$ cat src/rtl/vec_mem_seq_pkg.sv
// Shared definitions for the vector load/store memory sequencer.
// Opcode values match the vector ALU encoding.
package vec_mem_seq_pkg;

  localparam logic [3:0] VLD = 4'b0100;
  localparam logic [3:0] VST = 4'b0101;

  localparam int ELEM_W   = 16;
  localparam int NUM_ELEM = 16;
  localparam int VEC_W    = ELEM_W * NUM_ELEM;
  localparam int ADDR_W   = 16;
  localparam int CNT_W    = $clog2(NUM_ELEM);

  localparam logic [CNT_W-1:0]  LAST_IDX     = CNT_W'(NUM_ELEM - 1);
  localparam logic [ADDR_W-1:0] BOUNDS_LIMIT = ADDR_W'((1 << ADDR_W) - NUM_ELEM);

  typedef enum logic [1:0] {
    IDLE = 2'd0,
    XFER = 2'd1,
    DONE = 2'd2
  } vmem_state_t;

  function automatic logic isVecMemOp(input logic [3:0] opcode);
    return (opcode == VLD) || (opcode == VST);
  endfunction

endpackage

$ cat src/rtl/vec_mem_seq_elem_sel.sv
// Combinational selector returning element i_sel of a packed vector.
module vec_elem_sel
  import vec_mem_seq_pkg::*;
(
  input  logic [VEC_W-1:0]  i_vec,
  input  logic [CNT_W-1:0]  i_sel,
  output logic [ELEM_W-1:0] o_elem
);

  assign o_elem = i_vec[i_sel*ELEM_W +: ELEM_W];

endmodule

$ cat src/rtl/vec_mem_seq.sv
// VLD/VST sequencer: moves one 256-bit vector as 16 word accesses.
// Optional base-address bounds check enabled by defining VMEM_BOUNDS_CHK_EN.
module vec_mem_seq
  import vec_mem_seq_pkg::*;
(
  input  logic              clk,
  input  logic              rst_n,
  input  logic              i_start,
  input  logic              i_is_store,
  input  logic [ADDR_W-1:0] i_base_addr,
  input  logic [VEC_W-1:0]  i_wdata_vec,
  output logic              o_busy,
  output logic              o_done,
  output logic [VEC_W-1:0]  o_rdata_vec,
  output logic              o_mem_req,
  output logic              o_mem_we,
  output logic [ADDR_W-1:0] o_mem_addr,
  output logic [ELEM_W-1:0] o_mem_wdata,
  input  logic [ELEM_W-1:0] i_mem_rdata,
  input  logic              i_mem_ack,
  output logic              o_err
);

  vmem_state_t       r_state;
  vmem_state_t       w_nextState;
  logic [CNT_W-1:0]  r_count;
  logic              r_isStore;
  logic [ADDR_W-1:0] r_base;
  logic [VEC_W-1:0]  r_wdataVec;
  logic [VEC_W-1:0]  r_rdataVec;
  logic [ELEM_W-1:0] w_elem;
  logic              w_boundsErr;
  logic              w_xfer;

`ifdef VMEM_BOUNDS_CHK_EN
  logic r_boundsErr;

  assign w_boundsErr = (i_base_addr > BOUNDS_LIMIT);

  always_ff @(posedge clk or negedge rst_n) begin
    if (!rst_n) begin
      r_boundsErr <= 1'b0;
    end else if (r_state == IDLE && i_start) begin
      r_boundsErr <= w_boundsErr;
    end
  end

  assign o_err = (r_state == DONE) && r_boundsErr;
`else
  assign w_boundsErr = 1'b0;
  assign o_err       = 1'b0;
`endif

  always_ff @(posedge clk or negedge rst_n) begin
    if (!rst_n) begin
      r_state <= IDLE;
    end else begin
      r_state <= w_nextState;
    end
  end

  // A rejected out-of-range request skips XFER and reports through DONE.
  always_comb begin
    w_nextState = r_state;
    case (r_state)
      IDLE: begin
        if (i_start) begin
          w_nextState = w_boundsErr ? DONE : XFER;
        end
      end
      XFER: begin
        if (i_mem_ack && r_count == LAST_IDX) begin
          w_nextState = DONE;
        end
      end
      DONE:    w_nextState = IDLE;
      default: w_nextState = IDLE;
    endcase
  end

  always_ff @(posedge clk or negedge rst_n) begin
    if (!rst_n) begin
      r_count    <= '0;
      r_isStore  <= 1'b0;
      r_base     <= '0;
      r_wdataVec <= '0;
      r_rdataVec <= '0;
    end else begin
      if (r_state == IDLE && i_start && !w_boundsErr) begin
        r_count    <= '0;
        r_isStore  <= i_is_store;
        r_base     <= i_base_addr;
        r_wdataVec <= i_wdata_vec;
      end else if (r_state == XFER && i_mem_ack) begin
        r_count <= r_count + CNT_W'(1);
        if (!r_isStore) begin
          r_rdataVec[r_count*ELEM_W +: ELEM_W] <= i_mem_rdata;
        end
      end
    end
  end

  vec_elem_sel u_elemSel (
    .i_vec  (r_wdataVec),
    .i_sel  (r_count),
    .o_elem (w_elem)
  );

  // Memory-side outputs come straight from registers, so they hold across stalls.
  assign w_xfer      = (r_state == XFER);
  assign o_busy      = w_xfer;
  assign o_done      = (r_state == DONE);
  assign o_mem_req   = w_xfer;
  assign o_mem_we    = w_xfer && r_isStore;
  assign o_mem_addr  = w_xfer ? (r_base + {{(ADDR_W-CNT_W){1'b0}}, r_count}) : '0;
  assign o_mem_wdata = (w_xfer && r_isStore) ? w_elem : '0;
  assign o_rdata_vec = r_rdataVec;

endmodule

$ cat config.mk
export PLATFORM = sky130hd
export DESIGN_NAME = vec_mem_seq
export DESIGN_NICKNAME = d
export VERILOG_FILES = /design/src/rtl/vec_mem_seq_pkg.sv /design/src/rtl/vec_mem_seq_elem_sel.sv /design/src/rtl/vec_mem_seq.sv
export SDC_FILE = /design/constraint.sdc
export NUM_CORES = 1
export LEC_CHECK = 0
export BUFFER_PORTS_ARGS = -buffer_cell sky130_fd_sc_hd__buf_4
export CORE_MARGIN = 5
export CORE_UTILIZATION = 35
export CTS_CLUSTER_SIZE = 25
export DETAILED_ROUTE_END_ITERATION = 8
export PLACE_DENSITY = 0.64
export SLEW_MARGIN = 20
export SYNTH_ARGS = -nofsm -noshare
export SYNTH_HDL_FRONTEND = slang
export SYNTH_SLANG_ARGS = --single-unit
export TNS_END_PERCENT = 50
$ cat constraint.sdc
create_clock -name clk -period 4.9 [get_ports clk]
set_clock_uncertainty 0.15 [all_clocks]
set_input_delay 0.98 -clock clk [delete_from_list [all_inputs] [get_ports clk]]
set_output_delay 0.98 -clock clk [all_outputs]
set_load 0.01 [all_outputs]
# Word-level counts from Yosys, hierarchy flattened
# Index checks and enable logic that the tools add are counted.
[totals]
register_bits = 535
output_inout_bits = 293
wordCells = 35
[classes]
add_sub_neg = 3
eq_ne = 5
shift = 3
muxes = 8
n_bitwise = 2
reduce_logical = 8
[ops]
columns = ["op", "count"]
rows = [
  ["$bwmux 256", 1],
  ["$shift 16x34->256 const A", 1],
  ["$shiftx 16x34->256", 1],
  ["$shiftx 256x9->16", 1],
  ["$neg 8->34", 1],
  ["$mux 16", 2],
  ["$add 16x4->16", 1],
  ["$mux 4", 2],
  ["$add 4x1->4 const B", 1],
  ["$eq 4x4->1 const B", 1],
  ["$logic_and 1x1->1", 4],
  ["$mux 2", 2],
  ["$pmux 2 s2", 1],
  ["$reduce_and 3->1", 1],
  ["$eq 2x1->1 const B", 1],
  ["$eq 2x2->1 const B", 1],
  ["$logic_not 2->1", 1],
  ["$ne 2x1->1 const B", 1],
  ["$ne 2x2->1 const B", 1],
  ["$not 1->1", 2],
  ["$reduce_and 2->1", 1],
  ["$reduce_bool 2->1", 1],
]

# Logic depth before layout (Yosys ltp)
[logic_depth]
word_depth = 4
mapped_depth = 12
mapped_depth_nobuf = 6

# Modules after synthesis
# A second synthesis with hierarchy kept.
[unflattened]
cells_unflattened = 1713
area_unflattened_um2 = 23234.8
[modules_own_cells]
columns = ["module", "instances", "cells_each", "area_each_um2", "seq_area_each_um2"]
rows = [
  ["vec_mem_seq", 1, 1576, 21301.7, 13387.8],
  ["vec_elem_sel", 1, 137, 1933.1, 0.0],
]

# Least setup slack after synthesis
# OpenSTA, ideal clock, no wires.
[synth_timing]
kind = "flip-flop to flip-flop"
start = "register r_count[1]"
end = "register r_rdataVec[134] (netlist: o_rdata_vec[134])"
setup_ns = 0.125
t_arrival_ns = 3.249
slack_ns = 1.376
stages_incl_launch_ff = 12
path_buffers = 5
path_cell_list = "dfrtp_1 buf_2 buf_1 buf_1 inv_1 ha_1 buf_6 nand2b_4 a2111o_1 nor4_4 buf_6 mux2_2"
[synth_via]
elab_chain_len = 3
word_cells_on_any_way = 4
classes_between = "1 x add/sub; 2 x shift; 1 x mux"
[synth_lines]
columns = ["element", "line_no", "source"]
rows = [
  ["start: declaration", "vec_mem_seq.sv:26", "logic [CNT_W-1:0] r_count;"],
  ["start signal: assignment", "vec_mem_seq.sv:95", "r_count <= r_count + CNT_W'(1);"],
  ["$neg 8->34 (*)", "vec_mem_seq.sv:97", "r_rdataVec[r_count*ELEM_W +: ELEM_W] <= i_mem_rdata;"],
  ["$shiftx 16x34->256 / $shift 16x34->256 (equally long branches)", "vec_mem_seq.sv:97", ""],
  ["$bwmux 256 (*)", "vec_mem_seq.sv:97", ""],
  ["end signal: indexed assignment", "vec_mem_seq.sv:97", ""],
  ["end: declaration", "vec_mem_seq.sv:30", "logic [VEC_W-1:0] r_rdataVec;"],
]
# Mark *: on every way between the ends. The rest lies on a longest branch, timed or not.
# A chain may end at the register's enable or synchronous reset.

# Worst setup path after layout
[layout_timing]
start = "register r_state[1]"
end = "output port o_mem_wdata[2]"
[layout_via]
elab_chain_len = 3
[layout_lines]
columns = ["element", "line_no", "source"]
rows = [
  ["start: declaration", "vec_mem_seq.sv:24", "vmem_state_t r_state;"],
  ["start signal: assignment", "vec_mem_seq.sv:58", "r_state <= w_nextState;"],
  ["$eq 2x1->1", "vec_mem_seq.sv:110", "assign w_xfer = (r_state == XFER);"],
  ["$logic_and 1x1->1", "vec_mem_seq.sv:116", "assign o_mem_wdata = (w_xfer && r_isStore) ? w_elem : '0;"],
  ["$mux 16", "vec_mem_seq.sv:116", ""],
  ["end: declaration", "vec_mem_seq.sv:18", "output logic [ELEM_W-1:0] o_mem_wdata,"],
]
# No other way between the ends.

==> parameters.txt <==
Parameter                              Value

Flow run
  Max-cap violation count    0

Routing
  WL per Instance    23.7 µm
  Ratio of routed vias to standard cells    5.09
  Total DRC errors in the routed layout    0
  Number of routed nets with antenna violations    0
  Number of violations reported at the end of detailed-routing iteration 0    1,256
  Routed wire length    76,200 µm
  Total number of vias    16,300
  Length of the first detailed-routing pass in iterations    5

Clocking
  H-Tree Depth    2
  Clock transition at the registers of the reported paths    60 ps
  Latest clock arrival within the worst-skew pair    600 ps
  Root buffer selected by CTS    sky130_fd_sc_hd__clkbuf_16
  Post-cts resize count    0
  CTS sink cnt    535
  Num CTS Buffers    58
  Clk buf depth    3
  Post-CTS Setup Repair Bufs    0
  Number of buffers inserted by hold repair at cts    0
  Clock tree from TritonCTS    built

Synth
  Most frequent cell after synthesis    sky130_fd_sc_hd__dfrtp_1
  Simple-gate share of the synthesized area    0.0730
  Post-Synth Adder-Cell Area    0.00638
  Number of warning messages in the yosys log    0
  Share of synthesized registers carrying an async set or reset    1.00
  Leading cell types by total area after synthesis    sky130_fd_sc_hd__dfrtp_1 (59%), sky130_fd_sc_hd__mux2_2 (15%), sky130_fd_sc_hd__mux4_2 (6.3%)
  Portion of the post-synthesis area used by sequential elements    0.589
  Commonest cells in the netlist    sky130_fd_sc_hd__dfrtp_1 (535), sky130_fd_sc_hd__mux2_2 (310), sky130_fd_sc_hd__nand2_1 (257)
  Number of standard cells after synthesis    1,737
  Multiplexer fraction of the synthesized cell area    0.239
  Share of the synthesized netlist area taken by xor and xnor gates    0.00347
  Count of cell types in the netlist    55
  Post-synthesis sequential element count    535
  Fraction of post-synthesis cell area in the top cell type by area    0.589
  Post-synthesis instance area    22,700 µm²
  Main combinational cell family by area after synthesis    multiplexers
  Number of flops mapped to enable cells by yosys    0
  Area fraction in compound gates after synthesis    0.0594
  Prevailing post-synth register cell    sky130_fd_sc_hd__dfrtp_1
  Library cell occupying the most area in the post-synthesis netlist    sky130_fd_sc_hd__dfrtp_1
  Synthesized area per cell    13.1 µm²
  Post-Synthesis Net Count    2,041

Die
  Placeable core region    64,300 µm²
  Chip height    265 µm
  Number of cell rows    93
  Number of placed I/O pins    586
  Die boundary width    265 µm
  Initial Utilization    0.353
  Die footprint    70,100 µm²

Place
  Final HPWL from detailed placement    57,200 µm
  Cell area reported after detailed placement    28,100 µm²
  Count of input and output buffers    584
  Post-Place Cells    3,100
  Final weighted congestion in routability-driven placement    0.901

Critical path
  Critical Path RT    3770 ps
  Worst Path Class, Setup    flop to output pin
  Endpoint arrival time on the critical path    3240 ps
  Worst Setup Start Kind    flop
  Worst reg2reg setup slack    1360 ps
  Top fanout value on the critical path    16
  CP Capture Type    output pin

Timing
  Max-slew headroom    0.0152
  Max Fclk    229 MHz
  Transition time of the tightest slew-check pin    1480 ps
  Hold violation count in the final report    0
  Worst slack on hold paths    280 ps
  RSZ-0062 raised after global routing    false
  Setup violation total in the final timing report    0
  Fin crit share    0.892
  Max Transition Viols Final    0
  Final min period    4370 ps
  Total negative slack    0 ps

Power
  Pwr dens    651 nW/µm²
  Worst IR drop on VDD    463 µV
  Static leakage power    14.2 nW

Cells and area
  Summed area of non-filler cells in the final layout    30,000 µm²
  Fraction of final layout cells with drive strength greater than 1    0.474
  Layout-stage area growth over the synthesis result    32.1%
  Final core utilization    0.467
  Total Nets Final    2,609
  Finished Layout Cells    3,210
  Fill count    5,782

GRT
  Global-route wire length before repair    112,000 µm
  Antenna violations before repair    12
  Pin count of the biggest net entering global routing    199
  Total routing usage reported by global routing    0.209
  Global route overflow    0
  Vias in the first global route    17,300

Run status
  Outcome    finished, final reports clean

Worst hold path
  Hold Path Class    primary input to asynchronous set/reset pin
==> cells in the final DEF (no fill, tap or decap), types with 4 or more instances in the layout <==
cell type and instances:
sky130_fd_sc_hd__nand2_1 257, sky130_fd_sc_hd__o2111ai_2 6, sky130_fd_sc_hd__o21ai_0 132, sky130_fd_sc_hd__a22oi_1 16
sky130_fd_sc_hd__clkbuf_16 61, sky130_fd_sc_hd__or3_1 8, sky130_fd_sc_hd__o211ai_1 16, sky130_fd_sc_hd__and2_1 21
sky130_fd_sc_hd__nand4_1 8, sky130_fd_sc_hd__mux2i_1 34, sky130_fd_sc_hd__buf_4 613, sky130_fd_sc_hd__and3_1 4
sky130_fd_sc_hd__mux4_2 64, sky130_fd_sc_hd__nand3_1 36, sky130_fd_sc_hd__clkinv_2 11, sky130_fd_sc_hd__clkbuf_8 11
sky130_fd_sc_hd__o31ai_1 36, sky130_fd_sc_hd__mux2_4 10, sky130_fd_sc_hd__clkbuf_1 15, sky130_fd_sc_hd__dfrtp_1 533
sky130_fd_sc_hd__buf_12 6, sky130_fd_sc_hd__nor2_1 13, sky130_fd_sc_hd__xnor2_1 6, sky130_fd_sc_hd__mux2_2 310
sky130_fd_sc_hd__a21oi_1 9, sky130_fd_sc_hd__ha_1 10, sky130_fd_sc_hd__inv_1 52, sky130_fd_sc_hd__diode_2 6
==> critical path, stage by stage (launching register included) <==
cell and delay, ps:
sky130_fd_sc_hd__dfrtp_1 400, sky130_fd_sc_hd__nand2b_1 500, sky130_fd_sc_hd__nor2_2 250, sky130_fd_sc_hd__nand3_1 630
sky130_fd_sc_hd__o211ai_1 640, sky130_fd_sc_hd__buf_4 220
==> stage by stage <==
stage / setup slack, ps / total power (W)
2_1_floorplan: 1380 / 0.0117
3_3_place_gp: 1130 / 0.0151
3_5_place_dp: 1090 / 0.0154
4_1_cts: 338 / 0.0198
5_1_grt: 226 / 0.0207
6_report: 530 / 0.0195
==> worst paths after layout <==
check | startpoint | to | cells after the start
setup / recovery | r_state[1] | o_mem_wdata[2] | 5
hold / removal | rst_n | o_rdata_vec[47] | 1
setup reg to reg | r_count[1] | o_rdata_vec[177] | 6
hold reg to reg | o_rdata_vec[5] | o_rdata_vec[5] | 2
max in group asynchronous | rst_n | o_rdata_vec[25] | 2
min in group clk | o_rdata_vec[5] | o_rdata_vec[5] | 2
==> flip-flops by register name, summed over array words and instances, names as in the netlist <==
signal	cells
o_rdata_vec	256
r_base	16
r_count	4
r_isStore	1
r_state	2
r_wdataVec	256
==> logic make-up after synthesis <==
family	after synthesis
AO/OA/AOI/OAI	225
XOR/XNOR	9
adder cells (fa/ha/maj)	11
buffers and inverters	166
flip-flops	535
multiplexers	418
other	1
AND/OR/NAND/NOR	372
==> routing by layer <==
| metal | share of wire | GRT usage | up-vias |
|---|---|---|---|
| met4 | 0.036 | 0.0712 | 12 |
| met3 | 0.094 | 0.0730 | 135 |
| li1 | - | - | 7317 |
| met1 | 0.38 | 0.249 | 8258 |
| met5 | 0.00091 | 0 | - |
| met2 | 0.49 | 0.356 | 608 |
==> area by class of cell <==
cell class | instances | area [µm²] | area share
Sequential cell | 535 | 13400 | 0.446
Multi-Input combinational cell | 1036 | 8720 | 0.291
Timing Repair Buffer | 620 | 4740 | 0.158
Clock buffer | 87 | 1730 | 0.0578
Tap cell | 855 | 1070 | 0.0356
Inverter | 54 | 203 | 0.00675
Clock inverter | 17 | 149 | 0.00496
Antenna cell | 6 | 15.0 | 0.000500
==> where the power goes <==
group	internal [W]	switching (W)
Clock	0.00253	0.00180
Combinational	0.00391	0.00370
Sequential	0.00628	0.00131
Note: power is estimated with default switching activity, not from simulation.
